## config.mk

```make
export PLATFORM = sky130hd
export DESIGN_NAME = spi_slave_param
export DESIGN_NICKNAME = d
export VERILOG_FILES = /design/src/rtl/spi_slave_param.sv
export SDC_FILE = /design/constraint.sdc
export NUM_CORES = 1
export LEC_CHECK = 0
export CORE_UTILIZATION = 35
export CTS_CLUSTER_DIAMETER = 80
export DETAILED_ROUTE_END_ITERATION = 10
export DONT_BUFFER_PORTS = 1
export GPL_TIMING_DRIVEN = 0
export PLACE_DENSITY = 0.57
export SYNTH_ARGS = -nofsm -noshare
export SYNTH_HDL_FRONTEND = slang
export SYNTH_SLANG_ARGS = --single-unit
export TNS_END_PERCENT = 10
```

## constraint.sdc

```tcl
create_clock -name clk -period 1.63 [get_ports clk]
set_input_delay 0.2445 -clock clk [delete_from_list [all_inputs] [get_ports clk]]
set_output_delay 0.2445 -clock clk [all_outputs]
set_load 0.1 [all_outputs]
```

## src/rtl/spi_slave_param.sv

```systemverilog
// SPI slave front end: MOSI frames -> rx_data/rx_valid (FW cycles after CHK_CMD), RAM data -> MISO.
// Define SPI_SLAVE_PARITY_EN for a trailing odd-parity bit on MOSI frames and on MISO data.
module spi_slave_param #(
  parameter int DATA_W     = 8,
  parameter int MSB_FIRST  = 1,
  parameter int TX_TIMEOUT = 16
) (
  input  logic              clk,
  input  logic              rst,
  input  logic              ss_n,
  input  logic              mosi,
  input  logic [DATA_W-1:0] tx_data,
  input  logic              tx_valid,
  output logic              miso,
  output logic [DATA_W+1:0] rx_data,
  output logic              rx_valid,
  output logic              busy,
  output logic              cmd_err,
  output logic              timeout_err,
  output logic              parity_err
);

  localparam int FW = DATA_W + 2;
`ifdef SPI_SLAVE_PARITY_EN
  localparam int PAR = 1;
`else
  localparam int PAR = 0;
`endif
  localparam int FLEN = FW + PAR;
  localparam int SLEN = DATA_W + PAR;
  localparam int BW   = $clog2(FLEN + 1);
  localparam int SW   = $clog2(SLEN + 1);
  localparam int TW   = $clog2(TX_TIMEOUT + 1);

  typedef enum logic [2:0] {
    IDLE, CHK_CMD, WRITE, READ_ADD, READ_DATA, WAIT_TX, SEND, DONE
  } state_t;

  state_t            state;
  logic              addr_flag;
  logic [FLEN-2:0]   shift;
  logic [BW-1:0]     bit_cnt;
  logic [SW-1:0]     send_cnt;
  logic [TW-1:0]     to_cnt;
  logic [DATA_W-1:0] tx_sh;
  logic [FLEN-1:0]   rcv;
  logic [FW-1:0]     frame;
  logic              last_bit;
  logic              cmd_ok;
  logic              par_ok;
`ifdef SPI_SLAVE_PARITY_EN
  logic              tx_par;
`endif

  // rcv is the complete frame (plus parity bit, if any) on the cycle the last bit arrives
  assign rcv      = {shift, mosi};
  assign frame    = rcv[FLEN-1 -: FW];
  assign last_bit = (bit_cnt == BW'(FLEN - 1));
  assign cmd_ok   = (state == WRITE) || ((state == READ_DATA) == frame[FW-2]);
  assign busy     = (state != IDLE);

`ifdef SPI_SLAVE_PARITY_EN
  assign par_ok = ^rcv;
`else
  assign par_ok     = 1'b1;
  assign parity_err = 1'b0;
`endif

  always_ff @(posedge clk) begin
    if (rst) begin
      state       <= IDLE;
      addr_flag   <= 1'b0;
      shift       <= '0;
      bit_cnt     <= '0;
      send_cnt    <= '0;
      to_cnt      <= '0;
      tx_sh       <= '0;
      miso        <= 1'b0;
      rx_data     <= '0;
      rx_valid    <= 1'b0;
      cmd_err     <= 1'b0;
      timeout_err <= 1'b0;
`ifdef SPI_SLAVE_PARITY_EN
      parity_err  <= 1'b0;
      tx_par      <= 1'b0;
`endif
    end else begin
      rx_valid    <= 1'b0;
      cmd_err     <= 1'b0;
      timeout_err <= 1'b0;
`ifdef SPI_SLAVE_PARITY_EN
      parity_err  <= 1'b0;
`endif
      if (state != IDLE && ss_n) begin
        // deselect aborts anything in flight; addr_flag survives
        state    <= IDLE;
        shift    <= '0;
        bit_cnt  <= '0;
        send_cnt <= '0;
        to_cnt   <= '0;
        tx_sh    <= '0;
        miso     <= 1'b0;
      end else begin
        case (state)
          IDLE: begin
            if (!ss_n) state <= CHK_CMD;
          end
          CHK_CMD: begin
            shift   <= {{(FLEN-2){1'b0}}, mosi};
            bit_cnt <= BW'(1);
            if (!mosi)          state <= WRITE;
            else if (addr_flag) state <= READ_DATA;
            else                state <= READ_ADD;
          end
          WRITE, READ_ADD, READ_DATA: begin
            if (!last_bit) begin
              shift   <= rcv[FLEN-2:0];
              bit_cnt <= bit_cnt + 1'b1;
            end else begin
              shift   <= '0;
              bit_cnt <= '0;
              state   <= DONE;
              if (!par_ok) begin
`ifdef SPI_SLAVE_PARITY_EN
                parity_err <= 1'b1;
`endif
              end else if (!cmd_ok) begin
                cmd_err <= 1'b1;
              end else begin
                rx_data  <= frame;
                rx_valid <= 1'b1;
                if (state == READ_ADD) addr_flag <= 1'b1;
                if (state == READ_DATA) begin
                  state  <= WAIT_TX;
                  to_cnt <= '0;
                end
              end
            end
          end
          WAIT_TX: begin
            // tx_valid on the final allowed cycle still wins over the timeout
            if (tx_valid) begin
              tx_sh    <= tx_data;
              miso     <= (MSB_FIRST != 0) ? tx_data[DATA_W-1] : tx_data[0];
              send_cnt <= '0;
              to_cnt   <= '0;
              state    <= SEND;
`ifdef SPI_SLAVE_PARITY_EN
              tx_par   <= ~^tx_data;
`endif
            end else if (to_cnt == TW'(TX_TIMEOUT - 1)) begin
              timeout_err <= 1'b1;
              addr_flag   <= 1'b0;
              to_cnt      <= '0;
              state       <= DONE;
            end else begin
              to_cnt <= to_cnt + 1'b1;
            end
          end
          SEND: begin
            if (send_cnt == SW'(SLEN - 1)) begin
              miso      <= 1'b0;
              addr_flag <= 1'b0;
              send_cnt  <= '0;
              tx_sh     <= '0;
              state     <= DONE;
            end else begin
              send_cnt <= send_cnt + 1'b1;
              if (MSB_FIRST != 0) begin
                tx_sh <= tx_sh << 1;
                miso  <= tx_sh[DATA_W-2];
              end else begin
                tx_sh <= tx_sh >> 1;
                miso  <= tx_sh[1];
              end
`ifdef SPI_SLAVE_PARITY_EN
              if (send_cnt == SW'(DATA_W - 1)) miso <= tx_par;
`endif
            end
          end
          DONE: begin
            miso <= 1'b0;
          end
          default: state <= IDLE;
        endcase
      end
    end
  end

endmodule

```

==> flow_summary.yaml <==
logic_synthesis:
  yosys.area_share.adder: 0.0209
  ys_top_cells_by_area: "dfxtp_1, nand2b_1, mux2i_1"
  synth-seq-cells: 47
  netlist_area_mm2: 0.00239
  synth_xor_area_frac: 0
  synth.most_common_cell: "dfxtp_1"
  synth_top_flop_cell: "dfxtp_1"
  cells_after_synth: 262
  synth.top_cells.by_count: "dfxtp_1, nor2_1, nand2b_1"
  yosys.area.top_type: "dfxtp_1"
  ys_seq_area_frac: 0.393
  yosysTopAreaCellShare: 0.393
  synth_compound_gate_area_share: 0.201
  synthSimpleGateAreaFrac: 0.263
  ys_async_sr_fraction: 0
  synthDistinctLibCells: 63
  post_synth_edffs: 0
  syn-num-nets: 279
  synth.mux.area_fraction: 0.0649
  syn-mean-instance-area_um2: 9.13
  ys.warnings.count: 0
  synth_top_family_by_area: "simple AND/OR/NAND/NOR gates"
power:
  peak_supply_drop_uv: 406
  share_comb_of_total_power: 0.444
  power_frac_clock: 0.204
  sequentialPowerShare: 0.352
  static-leakage-power_nw: 0.987
  power.internal_mw: 2.25
  power.switching_mw: 1.48
  pwr_density_cell_mw_per_mm2: 1290
  power_switching_share: 0.396
cts:
  clkLatencyLatePin_ns: 0.30
  cts_tree: "yes"
  ctsLongestPathBuffers: 2
  cts-root-buf: "clkbuf_8"
  cts_buffers: 5
  clk_pin_slew_ns: 0.08
  postCtsHoldBufs: 0
  numClockSinks: 47
  cts_htree_levels: 2
global_routing:
  maximum_number_of_pins_on_one_net_before_global_route_repair: 14
  global_route.usage.met2: 0.256
  antenna_found_initial: 0
  grt_use_total: 0.160
  grt.overflow.total: 0
  top_usage_layer: "met2"
  globalRouteMet3Util: 0.0334
  grt_pass1_vias: 1849
  grt_first_pass_wirelength_um: 9160
  grt_use_met1: 0.216
sta:
  layout_worst_path_cycle_share: 1.02
  layout_setup_ws_ns: -0.0245
  slew_violations: 0
  tightestPinTransition_ns: 0.981
  post-route-min-period_ns: 1.65
  hold_violations: 0
  timing.fmax_ghz: 0.604
  timing.slew.headroom: 0.345
  fin_skew_ns: 0.00546
  setup_viol: 15
  totalNegativeSetupSlack_ns: -0.190
  finalHoldWorstSlack_ns: 0.0992
  rsz0062_at_grt: "yes"
detailed_routing:
  first_pass_iters: 7
  detail_route.wirelength_um: 5530
  wire_per_inst_um: 15.6
  antenna_violating_nets_post_route: 0
  drc_errors: 0
  num_vias: 1977
  detailedRoute.firstIterationViolations: 153
  drt-vias-per-instance: 5.57
status:
  violations: "setup timing"
  status: "finished with violations"
floorplanning:
  placeableCoreArea_mm2: 0.00646
  design.die.area_mm2: 0.00717
  die-width_um: 84.7
  start_util: 0.370
  boundaryPins: 29
  fp.dieH_um: 84.7
  floorplan.rows: 29
worst_setup_path:
  timing.critical_path.to_type: "flop"
  cp.arrival_ns: 1.88
  cp-start-kind: "flop"
  cpPeakStageDelay_ns: 0.51
  timing_worst_setup_path_type: "flop to flop"
  worst_path_max_delay_cell: "or4bb_1"
  worstPathMaxFanout: 5
  cp.required_ns: 1.86
  timing.critical_path.cells: "or4bb_1, o32ai_2, o21a_4, buf_12, mux2i_1"
final_layout:
  finish.net_count: 294
  fillerInstances: 638
  area.sequential_um2: 960
  layout_overhead_on_the_synthesized_area_pct: 20.6
  multi_input_comb_area_mm2: 0.00146
  instances_no_fill: 355
  antenna-diode-count: 0
  drive_gt1_frac: 0.234
placed_design:
  gp_routability_congestion: 0.810
  place_ws_ns: -0.389
  placed_cells: 339
  port-buffer-count: 0
  place.detailed.hpwl_um: 3810
job:
  timing.max_cap.violations: 0
min_path:
  hp-class: "input port to flop"
kinds of logic after synthesis:
kind of cell | count (synthesis)
adders and majority gates | 4
and+or+nand+nor | 107
AOI/OAI and AO/OA | 64
DFF | 47
buffers and inverters | 24
other | 1
muxes | 15
critical path, delay by kind of cell, from the launching register on:
| family | cells | cell delay (ns) |
|---|---|---|
| compound gates | 2 | 0.35 |
| buf+inv | 1 | 0.12 |
| flops | 1 | 0.41 |
| mux | 1 | 0.19 |
| simple gates | 1 | 0.51 |
final timing paths:
| kind | slack (ns) | to | depth (start not counted) | startpoint |
|---|---|---|---|---|
| setup / recovery | -0.02 | rx_data[9]$_SDFFE_PP0P_ | 5 | shift[7]$_SDFFE_PP0P_ |
| hold / removal | 0.1 | rx_data[0]$_SDFFE_PP0P_ | 2 | mosi |
| setup reg to reg | -0.02 | rx_data[9]$_SDFFE_PP0P_ | 5 | shift[7]$_SDFFE_PP0P_ |
| hold reg to reg | 0.43 | to_cnt[4]$_SDFFE_PP0P_ | 2 | to_cnt[4]$_SDFFE_PP0P_ |
cells in the final DEF (no fill, tap or decap), types with 7 or more instances in the layout:
cell,synthesis,final
nand3_1,7,7
clkbuf_8,0,7
nor3_1,9,9
a22oi_1,10,10
nand2_1,7,7
a21oi_1,15,15
mux2i_1,14,14
nor2_1,28,28
buf_4,4,10
dfxtp_1,47,38
nand2b_1,24,24
sequential cells by signal, indices dropped and copies added, names as in the netlist:
signal       count
cmd_err          1
addr_flag        1
tx_sh            7
send_cnt         4
to_cnt           5
miso             1
rx_valid         1
state            3
bit_cnt          4
rx_data         10
shift            9
timeout_err      1
through the flow:
| stage | total power [mW] | utilization | area, um^2 |
|---|---|---|---|
| floorplan | 2.42 | - | 2410 |
| global placement | 2.68 | 0.388 | 2500 |
| finish | 3.73 | 0.447 | 2890 |
| CTS | 3.66 | 0.431 | 2780 |
| detailed placement | 2.69 | 0.388 | 2500 |
| global route | 3.95 | 0.447 | 2890 |
area by class of cell:
| type | count | share of cell area |
|---|---|---|
| inverter | 6 | 0.0104 |
| tap | 77 | 0.0334 |
| buffer | 17 | 0.0538 |
| sequential | 47 | 0.333 |
| timing repair buffer | 9 | 0.0295 |
| multi-input combinational | 191 | 0.506 |
| clock buffer | 8 | 0.0347 |
power groups by stage:
| stage | clock, mW | combinational [mW] | sequential [mW] |
|---|---|---|---|
| after floorplan | 0 | 1.13 | 1.30 |
| after global placement | 0 | 1.36 | 1.32 |
| after detailed placement | 0 | 1.37 | 1.32 |
| after CTS | 0.787 | 1.56 | 1.31 |
| after global routing | 0.848 | 1.78 | 1.32 |
| final | 0.763 | 1.66 | 1.31 |
metal layers:
metal | vias to the layer above | part of all wire
li1 | 981 | -
met1 | 948 | 0.48
met2 | 41 | 0.46
met3 | 7 | 0.041
met4 | 0 | 0.017
met5 | - | 0
what timing repair did:
| action | 4_1_cts | 5_1_grt |
|---|---|---|
| pin swaps | 8 | 3 |
| cloned | 0 | 1 |
| resized for setup | 37 | 15 |
| endpoints found under the hold margin | 0 | 0 |
| setup buffers | 4 | 4 |
| setup endpoints to repair | 47 | 43 |
Note: power is estimated with default switching activity, not from simulation.
